<file path="src/rtl/fetch_unit_pkg.sv">
// ----------------------------------------------------------------------------
// fetch_unit_pkg
//  Shared CPU definitions for the 8-bit Harvard core: address and instruction
//  widths, the bubble/halt word, the reset PC and the fetch FSM encoding.
//  The decode stage and the instruction ROM import the same package.
// ----------------------------------------------------------------------------
package fetch_unit_pkg;

    localparam int ADDR_W  = 6;
    localparam int INSTR_W = 32;

    localparam logic [ADDR_W-1:0]  RESET_PC  = 6'd0;
    localparam logic [INSTR_W-1:0] NOP_INSTR = 32'h0;

    typedef enum logic {
        RUN  = 1'b0,
        HALT = 1'b1
    } fetch_state_t;

endpackage

</file>
<file path="src/rtl/fetch_unit_if.sv">
// ----------------------------------------------------------------------------
// fetch_unit_if
//  Bus between the fetch stage, the combinational instruction ROM and the
//  decoder.
//   pc_addr        fetch -> ROM     current program counter
//   instr_in       ROM -> fetch     word at pc_addr, same cycle
//   ifid_instr     fetch -> decode  registered instruction
//   ifid_pc        fetch -> decode  address of ifid_instr
//   ifid_pc_plus1  fetch -> decode  ifid_pc + 1 (wraps)
//   ifid_valid     fetch -> decode  IF/ID holds a real instruction
//  master: fetch side.  slave: ROM/decode side.
// ----------------------------------------------------------------------------
interface fetch_unit_if
    import fetch_unit_pkg::*;
#(
    parameter int AW = ADDR_W,
    parameter int IW = INSTR_W
);
    logic [AW-1:0] pc_addr;
    logic [IW-1:0] instr_in;
    logic [IW-1:0] ifid_instr;
    logic [AW-1:0] ifid_pc;
    logic [AW-1:0] ifid_pc_plus1;
    logic          ifid_valid;

    modport master (
        output pc_addr,
        input  instr_in,
        output ifid_instr,
        output ifid_pc,
        output ifid_pc_plus1,
        output ifid_valid
    );

    modport slave (
        input  pc_addr,
        output instr_in,
        input  ifid_instr,
        input  ifid_pc,
        input  ifid_pc_plus1,
        input  ifid_valid
    );
endinterface

</file>
<file path="src/rtl/fetch_unit_ifid_reg.sv">
// ----------------------------------------------------------------------------
// ifid_reg
//  IF/ID pipeline register. load captures the fetched word and its address;
//  bubble replaces the instruction with NOP and clears valid while keeping the
//  address fields; neither asserted holds everything.
//  Ports: clk, reset (sync, active high), load, bubble, d_instr, d_pc,
//         d_pc_plus1 in; q_instr, q_pc, q_pc_plus1, q_valid out.
// ----------------------------------------------------------------------------
module ifid_reg
    import fetch_unit_pkg::*;
#(
    parameter int                  AW    = ADDR_W,
    parameter int                  IW    = INSTR_W,
    parameter logic [INSTR_W-1:0]  NOP_W = NOP_INSTR
) (
    input  logic          clk,
    input  logic          reset,
    input  logic          load,
    input  logic          bubble,
    input  logic [IW-1:0] d_instr,
    input  logic [AW-1:0] d_pc,
    input  logic [AW-1:0] d_pc_plus1,
    output logic [IW-1:0] q_instr,
    output logic [AW-1:0] q_pc,
    output logic [AW-1:0] q_pc_plus1,
    output logic          q_valid
);

    always_ff @(posedge clk) begin
        if (reset) begin
            q_instr    <= IW'(NOP_W);
            q_pc       <= '0;
            q_pc_plus1 <= '0;
            q_valid    <= 1'b0;
        end else if (bubble) begin
            q_instr    <= IW'(NOP_W);
            q_valid    <= 1'b0;
        end else if (load) begin
            q_instr    <= d_instr;
            q_pc       <= d_pc;
            q_pc_plus1 <= d_pc_plus1;
            q_valid    <= 1'b1;
        end
    end

endmodule

</file>
<file path="src/rtl/fetch_unit.sv">
// ----------------------------------------------------------------------------
// fetch_unit
//  Instruction-fetch stage. Owns the PC, drives the combinational ROM address
//  and captures the returned word into IF/ID one clock later. Handles stall,
//  flush, branch redirect and a saturating count of valid fetches.
//  Ports: clk, reset (sync, active high), stall, flush, branch_taken,
//         branch_target in; bus (fetch_unit_if.master: pc_addr, instr_in,
//         ifid_*); fetch_count, halted out.
//  Optional: FETCH_HALT_EN -- fetching NOP_INSTR halts fetch until a branch.
//
//  state | meaning
//  RUN   | fetching, PC advances each unstalled cycle
//  HALT  | NOP fetched, PC and bubble held until branch_taken
// ----------------------------------------------------------------------------
module fetch_unit
    import fetch_unit_pkg::*;
#(
    parameter int                  AW       = ADDR_W,
    parameter int                  IW       = INSTR_W,
    parameter logic [ADDR_W-1:0]   PC_RST   = RESET_PC,
    parameter logic [INSTR_W-1:0]  NOP_W    = NOP_INSTR
) (
    input  logic            clk,
    input  logic            reset,
    input  logic            stall,
    input  logic            flush,
    input  logic            branch_taken,
    input  logic [AW-1:0]   branch_target,
    fetch_unit_if.master    bus,
    output logic [15:0]     fetch_count,
    output logic            halted
);

    localparam logic [AW-1:0] PC_ONE = AW'(1);

    fetch_state_t  state;
    logic [AW-1:0] pc;
    logic [AW-1:0] pc_next_seq;
    logic          halt_hit;
    logic          ifid_load;
    logic          ifid_bubble;

    logic [IW-1:0] q_instr;
    logic [AW-1:0] q_pc;
    logic [AW-1:0] q_pc_plus1;
    logic          q_valid;

    assign pc_next_seq = pc + PC_ONE;
    assign bus.pc_addr = pc;

`ifdef FETCH_HALT_EN
    assign halt_hit = (bus.instr_in == IW'(NOP_W));
`else
    assign halt_hit = 1'b0;
`endif

    // IF/ID control mirrors the PC priority: branch > stall > flush > normal.
    // A halting fetch is turned into a bubble rather than loaded.
    always_comb begin
        ifid_load   = 1'b0;
        ifid_bubble = 1'b0;
        if (state == RUN) begin
            if (branch_taken) begin
                ifid_bubble = 1'b1;
            end else if (stall) begin
                ifid_bubble = 1'b0;
            end else if (flush || halt_hit) begin
                ifid_bubble = 1'b1;
            end else begin
                ifid_load   = 1'b1;
            end
        end
    end

    always_ff @(posedge clk) begin
        if (reset) begin
            state       <= RUN;
            pc          <= PC_RST[AW-1:0];
            fetch_count <= 16'h0;
            halted      <= 1'b0;
        end else begin
            case (state)
                RUN: begin
                    if (branch_taken) begin
                        pc <= branch_target;
                    end else if (stall) begin
                        pc <= pc;
                    end else if (flush) begin
                        pc <= pc_next_seq;
                    end else if (halt_hit) begin
                        state  <= HALT;
                        halted <= 1'b1;
                    end else begin
                        pc <= pc_next_seq;
                        if (fetch_count != 16'hFFFF) begin
                            fetch_count <= fetch_count + 16'h1;
                        end
                    end
                end
                HALT: begin
                    if (branch_taken) begin
                        state  <= RUN;
                        pc     <= branch_target;
                        halted <= 1'b0;
                    end
                end
                default: state <= RUN;
            endcase
        end
    end

    ifid_reg #(
        .AW    (AW),
        .IW    (IW),
        .NOP_W (NOP_W)
    ) u_ifid_reg (
        .clk        (clk),
        .reset      (reset),
        .load       (ifid_load),
        .bubble     (ifid_bubble),
        .d_instr    (bus.instr_in),
        .d_pc       (pc),
        .d_pc_plus1 (pc_next_seq),
        .q_instr    (q_instr),
        .q_pc       (q_pc),
        .q_pc_plus1 (q_pc_plus1),
        .q_valid    (q_valid)
    );

    assign bus.ifid_instr    = q_instr;
    assign bus.ifid_pc       = q_pc;
    assign bus.ifid_pc_plus1 = q_pc_plus1;
    assign bus.ifid_valid    = q_valid;

endmodule
</file>
<file path="src/flat_wrapper.sv">
// flat-port wrapper written by rule: the top's interface ports become plain ports
module fetch_unit_flat import fetch_unit_pkg::*;
#(
    parameter int                  AW       = ADDR_W,
    parameter int                  IW       = INSTR_W,
    parameter logic [ADDR_W-1:0]   PC_RST   = RESET_PC,
    parameter logic [INSTR_W-1:0]  NOP_W    = NOP_INSTR
)
  (clk, reset, stall, flush, branch_taken, branch_target, fetch_count, halted, bus_pc_addr, bus_instr_in, bus_ifid_instr, bus_ifid_pc, bus_ifid_pc_plus1, bus_ifid_valid);
  fetch_unit_if #(.AW(AW), .IW(IW)) bus_i ();
  input  logic clk;
  input  logic reset;
  input  logic stall;
  input  logic flush;
  input  logic branch_taken;
  input  logic [AW-1:0] branch_target;
  output logic [15:0] fetch_count;
  output logic halted;
  output wire logic [$bits(bus_i.pc_addr)-1:0] bus_pc_addr;
  input wire logic [$bits(bus_i.instr_in)-1:0] bus_instr_in;
  output wire logic [$bits(bus_i.ifid_instr)-1:0] bus_ifid_instr;
  output wire logic [$bits(bus_i.ifid_pc)-1:0] bus_ifid_pc;
  output wire logic [$bits(bus_i.ifid_pc_plus1)-1:0] bus_ifid_pc_plus1;
  output wire logic [$bits(bus_i.ifid_valid)-1:0] bus_ifid_valid;
  assign bus_pc_addr = bus_i.pc_addr;
  assign bus_i.instr_in = bus_instr_in;
  assign bus_ifid_instr = bus_i.ifid_instr;
  assign bus_ifid_pc = bus_i.ifid_pc;
  assign bus_ifid_pc_plus1 = bus_i.ifid_pc_plus1;
  assign bus_ifid_valid = bus_i.ifid_valid;
  fetch_unit #(.AW(AW), .IW(IW), .PC_RST(PC_RST), .NOP_W(NOP_W)) u_core (.clk(clk), .reset(reset), .stall(stall), .flush(flush), .branch_taken(branch_taken), .branch_target(branch_target), .bus(bus_i), .fetch_count(fetch_count), .halted(halted));
endmodule
</file>
<file path="config.mk">
export PLATFORM = sky130hd
export DESIGN_NAME = fetch_unit_flat
export DESIGN_NICKNAME = d
export VERILOG_FILES = /design/src/rtl/fetch_unit_pkg.sv /design/src/rtl/fetch_unit_if.sv /design/src/rtl/fetch_unit_ifid_reg.sv /design/src/rtl/fetch_unit.sv /design/src/flat_wrapper.sv
export SDC_FILE = /design/constraint.sdc
export NUM_CORES = 1
export LEC_CHECK = 0
export ABC_AREA = 1
export ABC_CLOCK_PERIOD_IN_PS = 3120
export CAP_MARGIN = 15
export CORE_MARGIN = 5
export CORE_UTILIZATION = 48
export CTS_BUF_LIST = sky130_fd_sc_hd__clkbuf_4 sky130_fd_sc_hd__clkbuf_8
export CTS_CLUSTER_DIAMETER = 60
export DETAILED_ROUTE_END_ITERATION = 10
export GPL_ROUTABILITY_DRIVEN = 0
export PLACE_DENSITY = 0.84
export REMOVE_ABC_BUFFERS = 1
export SYNTH_ARGS = -nofsm -noshare
export SYNTH_HDL_FRONTEND = slang
export SYNTH_SLANG_ARGS = --single-unit
</file>
<file path="constraint.sdc">
create_clock -name clk -period 3.12 [get_ports clk]
set_clock_uncertainty 0.15 [all_clocks]
set_input_delay 0.624 -clock clk [delete_from_list [all_inputs] [get_ports clk]]
set_output_delay 0.624 -clock clk [all_outputs]
set_load 0.01 [all_outputs]
</file>
* After elaboration in Yosys (flattened, before gate mapping)
Index checks and enable logic that the tools add are counted.
W data, S select, Z words.
** Storage, ports and cells
- Bits in registers :: 69
- Memory bits (writable) :: 0
- Bits of input ports :: 43
- Output and inout port bits :: 68
- Latch bits :: 0
- Logic and storage cells :: 39
- Bits in read-only memories :: 0
- Memories kept :: 0
** Cells by class
- Muxes and demuxes :: 16
- Shift-type cells :: 0
- Div/mod/pow operators :: 0
- Magnitude comparators :: 0
- Equality and inequality tests :: 3
- Multiply operators :: 0
- Bitwise operators :: 5
- Add/sub/neg operators :: 2
- Reduce and logical (&&, ||, !) cells :: 5
** Operators by type and width (count)
- $mux W6 :: 3
- $add A16 B1 Y16 const B :: 1
- $ne A16 B16 Y1 const B :: 1
- $pmux W6 S2 :: 1
- $mux W1 :: 11
- $add A6 B1 Y6 const B :: 1
- $reduce_and A2 Y1 :: 3
- $not A1 Y1 :: 5
- $reduce_and A5 Y1 :: 1
- $ne A3 B3 Y1 const B :: 1
- $ne A2 B2 Y1 const B :: 1
- $pmux W1 S2 :: 1
- $reduce_or A2 Y1 :: 1

* Depth between registers and ports, before layout
Gate-level depths: netlist of run 1.
- Word-level depth :: 6
- Depth in mapped cells :: 9
- Mapped depth without buffers :: 9

* By module
Synthesis of run 1 repeated with hierarchy kept, for this count alone.
** Second synthesis, totals
- Cells, all modules :: 430
- Area, all modules :: 3044.2 um2
** By module, submodules not included
- ifid_reg :: area each 1662.8 um2, sequential area each 900.9 um2, cells each 222, times used 1
- fetch_unit :: area each 1381.3 um2, sequential area each 460.4 um2, cells each 208, times used 1

* Least setup slack after synthesis of run 1
Ideal clock, no wire load.
- Path type :: input-to-reg
- From :: in flush
- To :: reg u_core.u_ifid_reg.q_instr[22]
- Library setup time :: 0.132 ns
- Cell stages on the path :: 7
- Arrival :: 1.578 ns
- Slack :: 1.260 ns
- Data required time :: 2.838 ns
- Buffers on the path :: 2
- Cells stage by stage :: or2_2 -> nor2_4 -> inv_2 -> buf_2 -> buf_4 -> nand2_1 -> a21oi_1
** Between the ends
- Longest elaborated chain between the ends :: 5
- Elaborated cells between the ends (all ways) :: 9
- Those cells by class :: mux: 8; reduce/logical: 1
** Ends and longest elaborated chain
- from (decl) :: RTL line flat_wrapper.sv:14 : input logic flush;
- $mux W1 :: RTL line fetch_unit.sv:67 : end else if (flush || halt_hit) begin
- $mux W1 :: RTL line fetch_unit.sv:65 : end else if (stall) begin
- $mux W1 :: RTL line fetch_unit.sv:63 : if (branch_taken) begin
- $mux W1 :: RTL line fetch_unit.sv:62 : if (state == RUN) begin
- $reduce_or A2 Y1 (no source line)
- to (signal assigned) :: RTL line fetch_unit_ifid_reg.sv:31 : q_instr <= IW'(NOP_W);
- to (signal assigned) :: RTL line fetch_unit_ifid_reg.sv:36 : q_instr <= IW'(NOP_W);
- to (signal assigned) :: RTL line fetch_unit_ifid_reg.sv:39 : q_instr <= d_instr;
- to (decl) :: RTL line fetch_unit_ifid_reg.sv:23 : output logic [IW-1:0] q_instr,
Several ways; a longest one is shown, not always the timed one.
A chain may end at the register's enable or synchronous reset.

* Worst setup path after layout of run 1
- From :: reg u_core.fetch_count[0]
- To :: reg u_core.fetch_count[10]
** Between the ends
- Longest elaborated chain between the ends :: 2
- Elaborated cells between the ends (all ways) :: 3
- Those cells by class :: add/sub: 1; eq/ne: 1; reduce/logical: 1
** Ends and longest elaborated chain
- from (decl) :: RTL line fetch_unit.sv:30 : output logic [15:0] fetch_count,
- from (signal assigned) :: RTL line fetch_unit.sv:96 : fetch_count <= fetch_count + 16'h1;
- branches (longest 2 deep; another with $add A16 B1 Y16)
Parallel ways; which one is timed is not known.

==> results of run 1 <==
-- kinds of logic after synthesis --
logic type	Yosys count	share of synthesized area [%]
AOI/OAI and AO/OA	83	14.8
buffers and inverters	40	6.18
adders and majority gates	2	0.877
xor gates and xnor gates	9	2.76
DFF	68	47.7
and+or+nand+nor	189	27.5
other	1	0.131
-- layout make-up --
| type | count | share of cell area (%) |
|---|---|---|
| sequential | 68 | 32.7 |
| multi-input combinational | 284 | 31.7 |
| timing repair buffer | 114 | 27.1 |
| clock buffer | 13 | 4.00 |
| tap | 75 | 2.26 |
| inverter | 21 | 1.90 |
| clock inverter | 2 | 0.241 |
-- worst max-delay path by stage --
stage | from | end | slack, ns | depth (start not counted)
floorplan | flush | u_core.fetch_count[13]$_SDFFE_PP0P_ | 0.45 | 7
global placement | branch_taken | u_core.fetch_count[8]$_SDFFE_PP0P_ | 0.65 | 8
detailed placement | branch_taken | u_core.fetch_count[8]$_SDFFE_PP0P_ | 0.59 | 8
CTS | u_core.fetch_count[0]$_SDFFE_PP0P_ | u_core.fetch_count[10]$_SDFFE_PP0P_ | 0.79 | 7
global route | u_core.fetch_count[0]$_SDFFE_PP0P_ | u_core.fetch_count[10]$_SDFFE_PP0P_ | 0.62 | 7
finish | u_core.fetch_count[0]$_SDFFE_PP0P_ | u_core.fetch_count[10]$_SDFFE_PP0P_ | 0.79 | 7
-- power by group through the flow --
stage,sequential [uW],clock [uW],combinational [uW]
floorplan,930,0,64.7
global placement,924,0,194
detailed placement,925,0,196
CTS,905,666,197
global route,908,706,214
finish,906,653,197
-- worst reg2reg max path, stage by stage, from the launching register on --
cell and delay [ns]:
dfxtp_1 0.41, ha_1 0.24, nand2_1 0.07, nor2_1 0.21
nand2_1 0.18, o21ai_1 0.69, nand2_1 0.15, a21oi_1 0.18
-- cells in the mapped netlist, types with 2 or more instances --
library cell	count
nand2_1	127
dfxtp_1	68
a21oi_1	61
nor2_1	34
inv_1	19
o21ai_0	17
nand3_1	14
clkbuf_1	7
xor2_1	7
buf_2	6
nand4_1	6
buf_4	3
o21ai_1	3
buf_1	2
ha_1	2
inv_2	2
nor2_4	2
xnor2_1	2
-- flip-flops by register name, summed over array words and instances (netlist names) --
signal                        cells
u_core.u_ifid_reg.q_instr        32
u_core.fetch_count               16
u_core.bus.pc_addr                6
u_core.u_ifid_reg.q_pc            6
u_core.u_ifid_reg.q_pc_plus1      6
u_core.state                      1
u_core.u_ifid_reg.q_valid         1
-- per-stage QoR --
| step | power (uW) | instances |
|---|---|---|
| floorplan | 995 | 373 |
| global placement | 1120 | 562 |
| finish | 1760 | 577 |
| detailed placement | 1120 | 562 |
| global route | 1830 | 577 |
| CTS | 1770 | 577 |
-- per-layer routing --
layer / up-vias / track usage [%] / part of all wire, %
met3: 10 / 11.1 / 11
met4: 0 / 7.25 / 1.4
met1: 1354 / 24.2 / 40
met5: - / 0 / 0
li1: 1473 / - / -
met2: 105 / 36.4 / 48
==> impl_metrics.xml, run 1 <==
<?xml version="1.0" encoding="UTF-8"?>
<metrics>
  <group name="outcome">
    <metric name="outcome" unit="">finished clean</metric>
  </group>
  <group name="placement">
    <metric name="detailed_place.area" unit="um^2">3980</metric>
    <metric name="place_worst_setup_slack" unit="ns">0.593</metric>
    <metric name="placement.io_buffers" unit="">109</metric>
    <metric name="dpl.hpwl" unit="mm">5.90</metric>
  </group>
  <group name="setup_path">
    <metric name="crit_path_max_incr_delay" unit="ns">0.69</metric>
    <metric name="crit_chain" unit="">ha_1 -&gt; nand2_1 -&gt; nor2_1 -&gt; nand2_1 -&gt; o21ai_1 -&gt; nand2_1 -&gt; a21oi_1</metric>
    <metric name="worst-endpoint-arrival" unit="ns">2.45</metric>
    <metric name="cp.required" unit="ns">3.24</metric>
    <metric name="slowest_stage" unit="">o21ai_1</metric>
    <metric name="r2r_slack" unit="ns">0.79</metric>
    <metric name="cp_max_fo" unit="">11</metric>
    <metric name="crit_family" unit="">compound AO/OA/AOI/OAI gates</metric>
    <metric name="r2r_cells" unit="">7</metric>
    <metric name="worst_path_most_repeated_cell" unit="">nand2_1</metric>
    <metric name="crit_end_element" unit="">flop</metric>
    <metric name="reg2reg_from" unit="">u_core.fetch_count[0]$_SDFFE_PP0P_</metric>
    <metric name="timing.setup.critical_path_class" unit="">flop to flop</metric>
    <metric name="setup.worst_path.start_class" unit="">flop</metric>
    <metric name="worstPathBufferInverterCount" unit="">0</metric>
    <metric name="reg_to_reg_endpoint" unit="">u_core.fetch_count[10]$_SDFFE_PP0P_</metric>
  </group>
  <group name="cells_and_area">
    <metric name="layout.filler_cells" unit="">464</metric>
    <metric name="post_route_cells_drive_above_1_share" unit="%">5.58</metric>
    <metric name="commonest_non_fill_non_tap_cell_in_the_layout" unit="">nand2_1</metric>
    <metric name="post-route-util" unit="%">71.1</metric>
    <metric name="seq_area" unit="um^2">1360</metric>
    <metric name="multi_input_comb_area" unit="um^2">1320</metric>
    <metric name="insertedDiodeCount" unit="">0</metric>
    <metric name="layout_common_cells" unit="">nand2_1, clkdlybuf4s50_1, dfxtp_1</metric>
    <metric name="fin_area" unit="um^2">4160</metric>
    <metric name="area_growth_syn_to_layout" unit="%">45.7</metric>
    <metric name="nNetsFinal" unit="">543</metric>
  </group>
  <group name="global_routing">
    <metric name="gr-total-overflow" unit="">0</metric>
    <metric name="largest_net_degree_at_the_start_of_global_routing" unit="">34</metric>
    <metric name="grt_pass1_wl" unit="mm">13.0</metric>
    <metric name="via_count_of_the_first_global_routing_pass" unit="">2812</metric>
    <metric name="antenna_found_initial" unit="">0</metric>
    <metric name="grtUsageTotal" unit="%">21.9</metric>
  </group>
  <group name="pwr">
    <metric name="logic_gate_share_of_total_power" unit="%">11.2</metric>
    <metric name="share_seq_of_total_power" unit="%">51.6</metric>
    <metric name="power_per_cell_area" unit="nW/um^2">422</metric>
    <metric name="leakage" unit="uW">0.00150</metric>
    <metric name="share_clk_of_total_power" unit="%">37.2</metric>
    <metric name="power.share.switching" unit="%">23.9</metric>
    <metric name="power_switching" unit="uW">420</metric>
    <metric name="internal_power" unit="uW">1340</metric>
    <metric name="ir_worst_vdd" unit="V">0.000299</metric>
  </group>
  <group name="route">
    <metric name="drt-initial-drc-count" unit="">144</metric>
    <metric name="drt-pass1-iter-count" unit="">4</metric>
    <metric name="drt_wirelength" unit="mm">8.19</metric>
    <metric name="avgRoutedWirePerCell" unit="um">14.2</metric>
    <metric name="route.detailed.drc" unit="">0</metric>
    <metric name="routed-via-count" unit="">2942</metric>
    <metric name="antenna_violating_nets_post_route" unit="">0</metric>
    <metric name="detail_route.vias_per_cell" unit="">5.10</metric>
  </group>
  <group name="floorplanning">
    <metric name="boundaryPins" unit="">111</metric>
    <metric name="placeableCoreArea" unit="um^2">5850</metric>
    <metric name="chipWidth" unit="um">87.1</metric>
    <metric name="die_area" unit="um^2">7590</metric>
    <metric name="num_rows" unit="">28</metric>
    <metric name="chipHeight" unit="um">87.1</metric>
    <metric name="initial_utilization" unit="%">48.8</metric>
  </group>
  <group name="timing">
    <metric name="max_freq" unit="GHz">0.429</metric>
    <metric name="totalNegativeSetupSlack" unit="ns">0</metric>
    <metric name="rsz0062_at_grt" unit="">no</metric>
    <metric name="slew_viol_final" unit="">0</metric>
    <metric name="setup_violations" unit="">0</metric>
    <metric name="hold-worst-slack" unit="ns">0.309</metric>
    <metric name="shortest_clock_period_the_worst_path_allows_after_layout" unit="ns">2.33</metric>
    <metric name="max-slew-margin-rel" unit="%">44.8</metric>
    <metric name="period_share" unit="%">74.8</metric>
    <metric name="hold_viol" unit="">0</metric>
    <metric name="measured_slew_at_the_worst_slew_check_pin" unit="ns">0.822</metric>
    <metric name="setup_ws" unit="ns">0.787</metric>
  </group>
  <group name="clock_tree">
    <metric name="clk-insertion-delay-late" unit="ns">0.34</metric>
    <metric name="cts_inserted_buffers" unit="">9</metric>
    <metric name="cts_sinks" unit="">68</metric>
    <metric name="cts_tree" unit="">built</metric>
    <metric name="cts-root-to-sink-buffers" unit="">2</metric>
    <metric name="cts_root_buf" unit="">clkbuf_8</metric>
    <metric name="cts_post_setup_buffers_inserted" unit="">0</metric>
    <metric name="cts.reportedPaths.clkPinSlew" unit="ns">0.07</metric>
    <metric name="cts.htree.levels" unit="">3</metric>
    <metric name="cts.repair.resized" unit="">0</metric>
    <metric name="holdBufCountCts" unit="">0</metric>
  </group>
  <group name="worst_hold_path">
    <metric name="min_path_type" unit="">flop to flop</metric>
    <metric name="timing.hold.worst.start" unit="">u_core.u_ifid_reg.q_instr[6]$_SDFFE_PP0P_</metric>
    <metric name="whs_path_cells" unit="">2</metric>
    <metric name="hold_end" unit="">u_core.u_ifid_reg.q_instr[6]$_SDFFE_PP0P_</metric>
  </group>
  <group name="yosys">
    <metric name="post_synth_num_cell_types" unit="">28</metric>
    <metric name="yosysTopAreaCell" unit="">dfxtp_1</metric>
    <metric name="yosys_warnings" unit="">0</metric>
    <metric name="yosysSeqAreaShare" unit="%">47.7</metric>
    <metric name="cell_count_after_synthesis" unit="">392</metric>
    <metric name="syn-cell-area" unit="um^2">2850</metric>
    <metric name="synth_seq_cells" unit="">68</metric>
    <metric name="synth.top_cells.by_area" unit="">dfxtp_1, nand2_1, a21oi_1</metric>
    <metric name="syn_avg_cell_area" unit="um^2">7.28</metric>
    <metric name="yosysTopAreaCellShare" unit="%">47.7</metric>
    <metric name="synthFlopType" unit="">dfxtp_1</metric>
    <metric name="synth_enable_flop_cells" unit="">0</metric>
    <metric name="async_flop_share" unit="%">0</metric>
  </group>
  <group name="flow_run">
    <metric name="number_of_violations_of_the_max_capacitance_limit" unit="">0</metric>
  </group>
</metrics>
(Power assumes the default switching activity.)
==> inputs of run 2 (changes only) <==
Settings changed: ABC_CLOCK_PERIOD_IN_PS 3120 to 2200, CORE_UTILIZATION 48 to 45, PLACE_DENSITY 0.84 to 0.79.
Clock period 3.12 ns to 2.2 ns, I/O delays scaled along.
==> run 2 against run 1 <==
  * Design area is 3.0% higher
  * Clock power is 56% higher
  * Critical path depth is 6 lower
  * Critical endpoint is now fetch_count[14]
  * Total power is 48% higher
==> impl_metrics.xml, run 2 (synthesis gave the netlist of run 1 again) <==
<?xml version="1.0" encoding="UTF-8"?>
<metrics>
  <group name="pwr">
    <metric name="power.share.switching" unit="%">24.0</metric>
    <metric name="logic_gate_share_of_total_power" unit="%">11.3</metric>
    <metric name="power_switching" unit="uW">623</metric>
    <metric name="leakage" unit="uW">0.00155</metric>
    <metric name="share_clk_of_total_power" unit="%">39.3</metric>
    <metric name="ir_worst_vdd" unit="V">0.000478</metric>
    <metric name="internal_power" unit="uW">1970</metric>
    <metric name="power_per_cell_area" unit="nW/um^2">606</metric>
    <metric name="share_seq_of_total_power" unit="%">49.4</metric>
  </group>
  <group name="placement">
    <metric name="dpl.hpwl" unit="mm">5.76</metric>
    <metric name="placement.io_buffers" unit="">109</metric>
  </group>
  <group name="clock_tree">
    <metric name="cts_root_buf" unit="">clkbuf_8</metric>
    <metric name="cts_sinks" unit="">68</metric>
    <metric name="holdBufCountCts" unit="">0</metric>
    <metric name="cts.htree.levels" unit="">3</metric>
    <metric name="cts.reportedPaths.clkPinSlew" unit="ns">0.07</metric>
    <metric name="clk-insertion-delay-late" unit="ns">0.33</metric>
    <metric name="cts_tree" unit="">built</metric>
    <metric name="cts-root-to-sink-buffers" unit="">2</metric>
    <metric name="cts_inserted_buffers" unit="">9</metric>
    <metric name="cts_post_setup_buffers_inserted" unit="">0</metric>
    <metric name="cts.repair.resized" unit="">0</metric>
  </group>
  <group name="setup_path">
    <metric name="crit_end_element" unit="">primary output</metric>
    <metric name="slowest_stage" unit="">clkdlybuf4s50_1</metric>
    <metric name="crit_path_max_incr_delay" unit="ns">0.60</metric>
    <metric name="timing.setup.critical_path_class" unit="">flop to primary output</metric>
    <metric name="cp.required" unit="ns">1.61</metric>
    <metric name="crit_chain" unit="">clkdlybuf4s50_1</metric>
    <metric name="worstPathBufferInverterCount" unit="">1</metric>
    <metric name="cp_max_fo" unit="">6</metric>
    <metric name="crit_family" unit="">buffers and inverters</metric>
    <metric name="worst-endpoint-arrival" unit="ns">1.37</metric>
    <metric name="setup.worst_path.start_class" unit="">flop</metric>
  </group>
  <group name="global_routing">
    <metric name="via_count_of_the_first_global_routing_pass" unit="">2752</metric>
    <metric name="grt_pass1_wl" unit="mm">12.7</metric>
    <metric name="gr-total-overflow" unit="">0</metric>
    <metric name="grtUsageTotal" unit="%">20.4</metric>
    <metric name="antenna_found_initial" unit="">0</metric>
    <metric name="largest_net_degree_at_the_start_of_global_routing" unit="">36</metric>
  </group>
  <group name="route">
    <metric name="detail_route.vias_per_cell" unit="">4.93</metric>
    <metric name="route.detailed.drc" unit="">0</metric>
    <metric name="avgRoutedWirePerCell" unit="um">13.5</metric>
    <metric name="antenna_violating_nets_post_route" unit="">0</metric>
    <metric name="drt-pass1-iter-count" unit="">4</metric>
    <metric name="routed-via-count" unit="">2901</metric>
    <metric name="drt_wirelength" unit="mm">7.96</metric>
    <metric name="drt-initial-drc-count" unit="">141</metric>
  </group>
  <group name="floorplanning">
    <metric name="initial_utilization" unit="%">45.7</metric>
    <metric name="chipWidth" unit="um">89.6</metric>
    <metric name="die_area" unit="um^2">8030</metric>
    <metric name="placeableCoreArea" unit="um^2">6240</metric>
    <metric name="num_rows" unit="">29</metric>
    <metric name="chipHeight" unit="um">89.6</metric>
    <metric name="boundaryPins" unit="">111</metric>
  </group>
  <group name="cells_and_area">
    <metric name="layout_common_cells" unit="">nand2_1, clkdlybuf4s50_1, dfxtp_1</metric>
    <metric name="largest-register" unit="">u_core.u_ifid_reg.q_instr</metric>
    <metric name="area_growth_syn_to_layout" unit="%">50.1</metric>
    <metric name="insertedDiodeCount" unit="">0</metric>
    <metric name="largest_register_ff_count" unit="">32</metric>
    <metric name="post-route-util" unit="%">68.6</metric>
    <metric name="nNetsFinal" unit="">551</metric>
    <metric name="top_regs" unit="">u_core.u_ifid_reg.q_instr: 32 flops, u_core.fetch_count: 16 flops</metric>
    <metric name="post_route_cells_drive_above_1_share" unit="%">7.24</metric>
    <metric name="commonest_non_fill_non_tap_cell_in_the_layout" unit="">nand2_1</metric>
  </group>
  <group name="outcome">
    <metric name="outcome" unit="">finished clean</metric>
  </group>
  <group name="timing">
    <metric name="totalNegativeSetupSlack" unit="ns">0</metric>
    <metric name="hold_viol" unit="">0</metric>
    <metric name="period_share" unit="%">89.1</metric>
    <metric name="setup_violations" unit="">0</metric>
    <metric name="max_freq" unit="GHz">0.510</metric>
    <metric name="slew_viol_final" unit="">0</metric>
    <metric name="shortest_clock_period_the_worst_path_allows_after_layout" unit="ns">1.96</metric>
    <metric name="rsz0062_at_grt" unit="">no</metric>
    <metric name="hold-worst-slack" unit="ns">0.312</metric>
  </group>
  <group name="worst_hold_path">
    <metric name="min_path_type" unit="">flop to flop</metric>
  </group>
  <group name="flow_run">
    <metric name="number_of_violations_of_the_max_capacitance_limit" unit="">0</metric>
  </group>
</metrics>
-- run 2: cell types whose count changed in the layout (fill, tap and decap cells not counted), sizes merged --
cell | previous run | this run
bufinv | 0 | 1
clkinv | 2 | 3
clkbuf | 13 | 10
clkinvlp | 0 | 2
buf | 5 | 13
-- run 2: area by class of cell --
type,instances,area [um^2]
Inverter,21,78.8
Clock buffer,10,138
Fill cell,511,1960
Tap cell,77,96.3
Clock inverter,6,63.8
Timing Repair Buffer,122,1230
Multi-Input combinational cell,284,1320
Sequential cell,68,1360
-- run 2: per-layer routing --
metal  vias to the layer above  track usage (%)  part of all wire (%)
met5                         -                0                     0
met4                         0             5.41                   1.2
met3                        10             11.3                    13
met2                        91             33.2                    47
met1                      1308             23.3                    39
li1                       1492                -                     -
-- run 2: worst paths after layout --
kind | from | end | slack (ns) | cells past startpoint
worst max-delay path | u_core.fetch_count[14]$_SDFFE_PP0P_ | fetch_count[14] | 0.24 | 1
worst min-delay path | u_core.u_ifid_reg.q_instr[29]$_SDFFE_PP0P_ | u_core.u_ifid_reg.q_instr[29]$_SDFFE_PP0P_ | 0.31 | 2
worst max register to register | u_core.fetch_count[0]$_SDFFE_PP0P_ | u_core.fetch_count[14]$_SDFFE_PP0P_ | 0.31 | 8
worst min register to register | u_core.u_ifid_reg.q_instr[29]$_SDFFE_PP0P_ | u_core.u_ifid_reg.q_instr[29]$_SDFFE_PP0P_ | 0.31 | 2
-- run 2: worst register-to-register path, stage by stage, from the launching register on --
cell	delay, ns
dfxtp_1	0.41
ha_1	0.23
nand2_1	0.06
nor2_1	0.20
nand2_1	0.17
o21ai_1	0.23
buf_4	0.18
nand2_1	0.06
a21oi_1	0.14
-- run 2: metrics by stage --
stage / area (um^2) / std cells / total power, uW / worst slack [ns]
detailed placement: 4080 / 572 / 1600 / 0.00357
CTS: 4280 / 588 / 2620 / 0.233
floorplan: 2760 / 373 / 1410 / -0.282
global route: 4280 / 588 / 2700 / 0.0969
finish: 4280 / 588 / 2600 / 0.239
global placement: 4080 / 572 / 1600 / 0.0698
-- run 2: power by group through the flow --
| stage | combinational, uW | sequential [uW] | clock, uW |
|---|---|---|---|
| global placement | 290 | 1310 | 0 |
| floorplan | 91.7 | 1320 | 0 |
| CTS | 297 | 1280 | 1040 |
| detailed placement | 294 | 1310 | 0 |
| global route | 323 | 1290 | 1090 |
| finish | 294 | 1280 | 1020 |
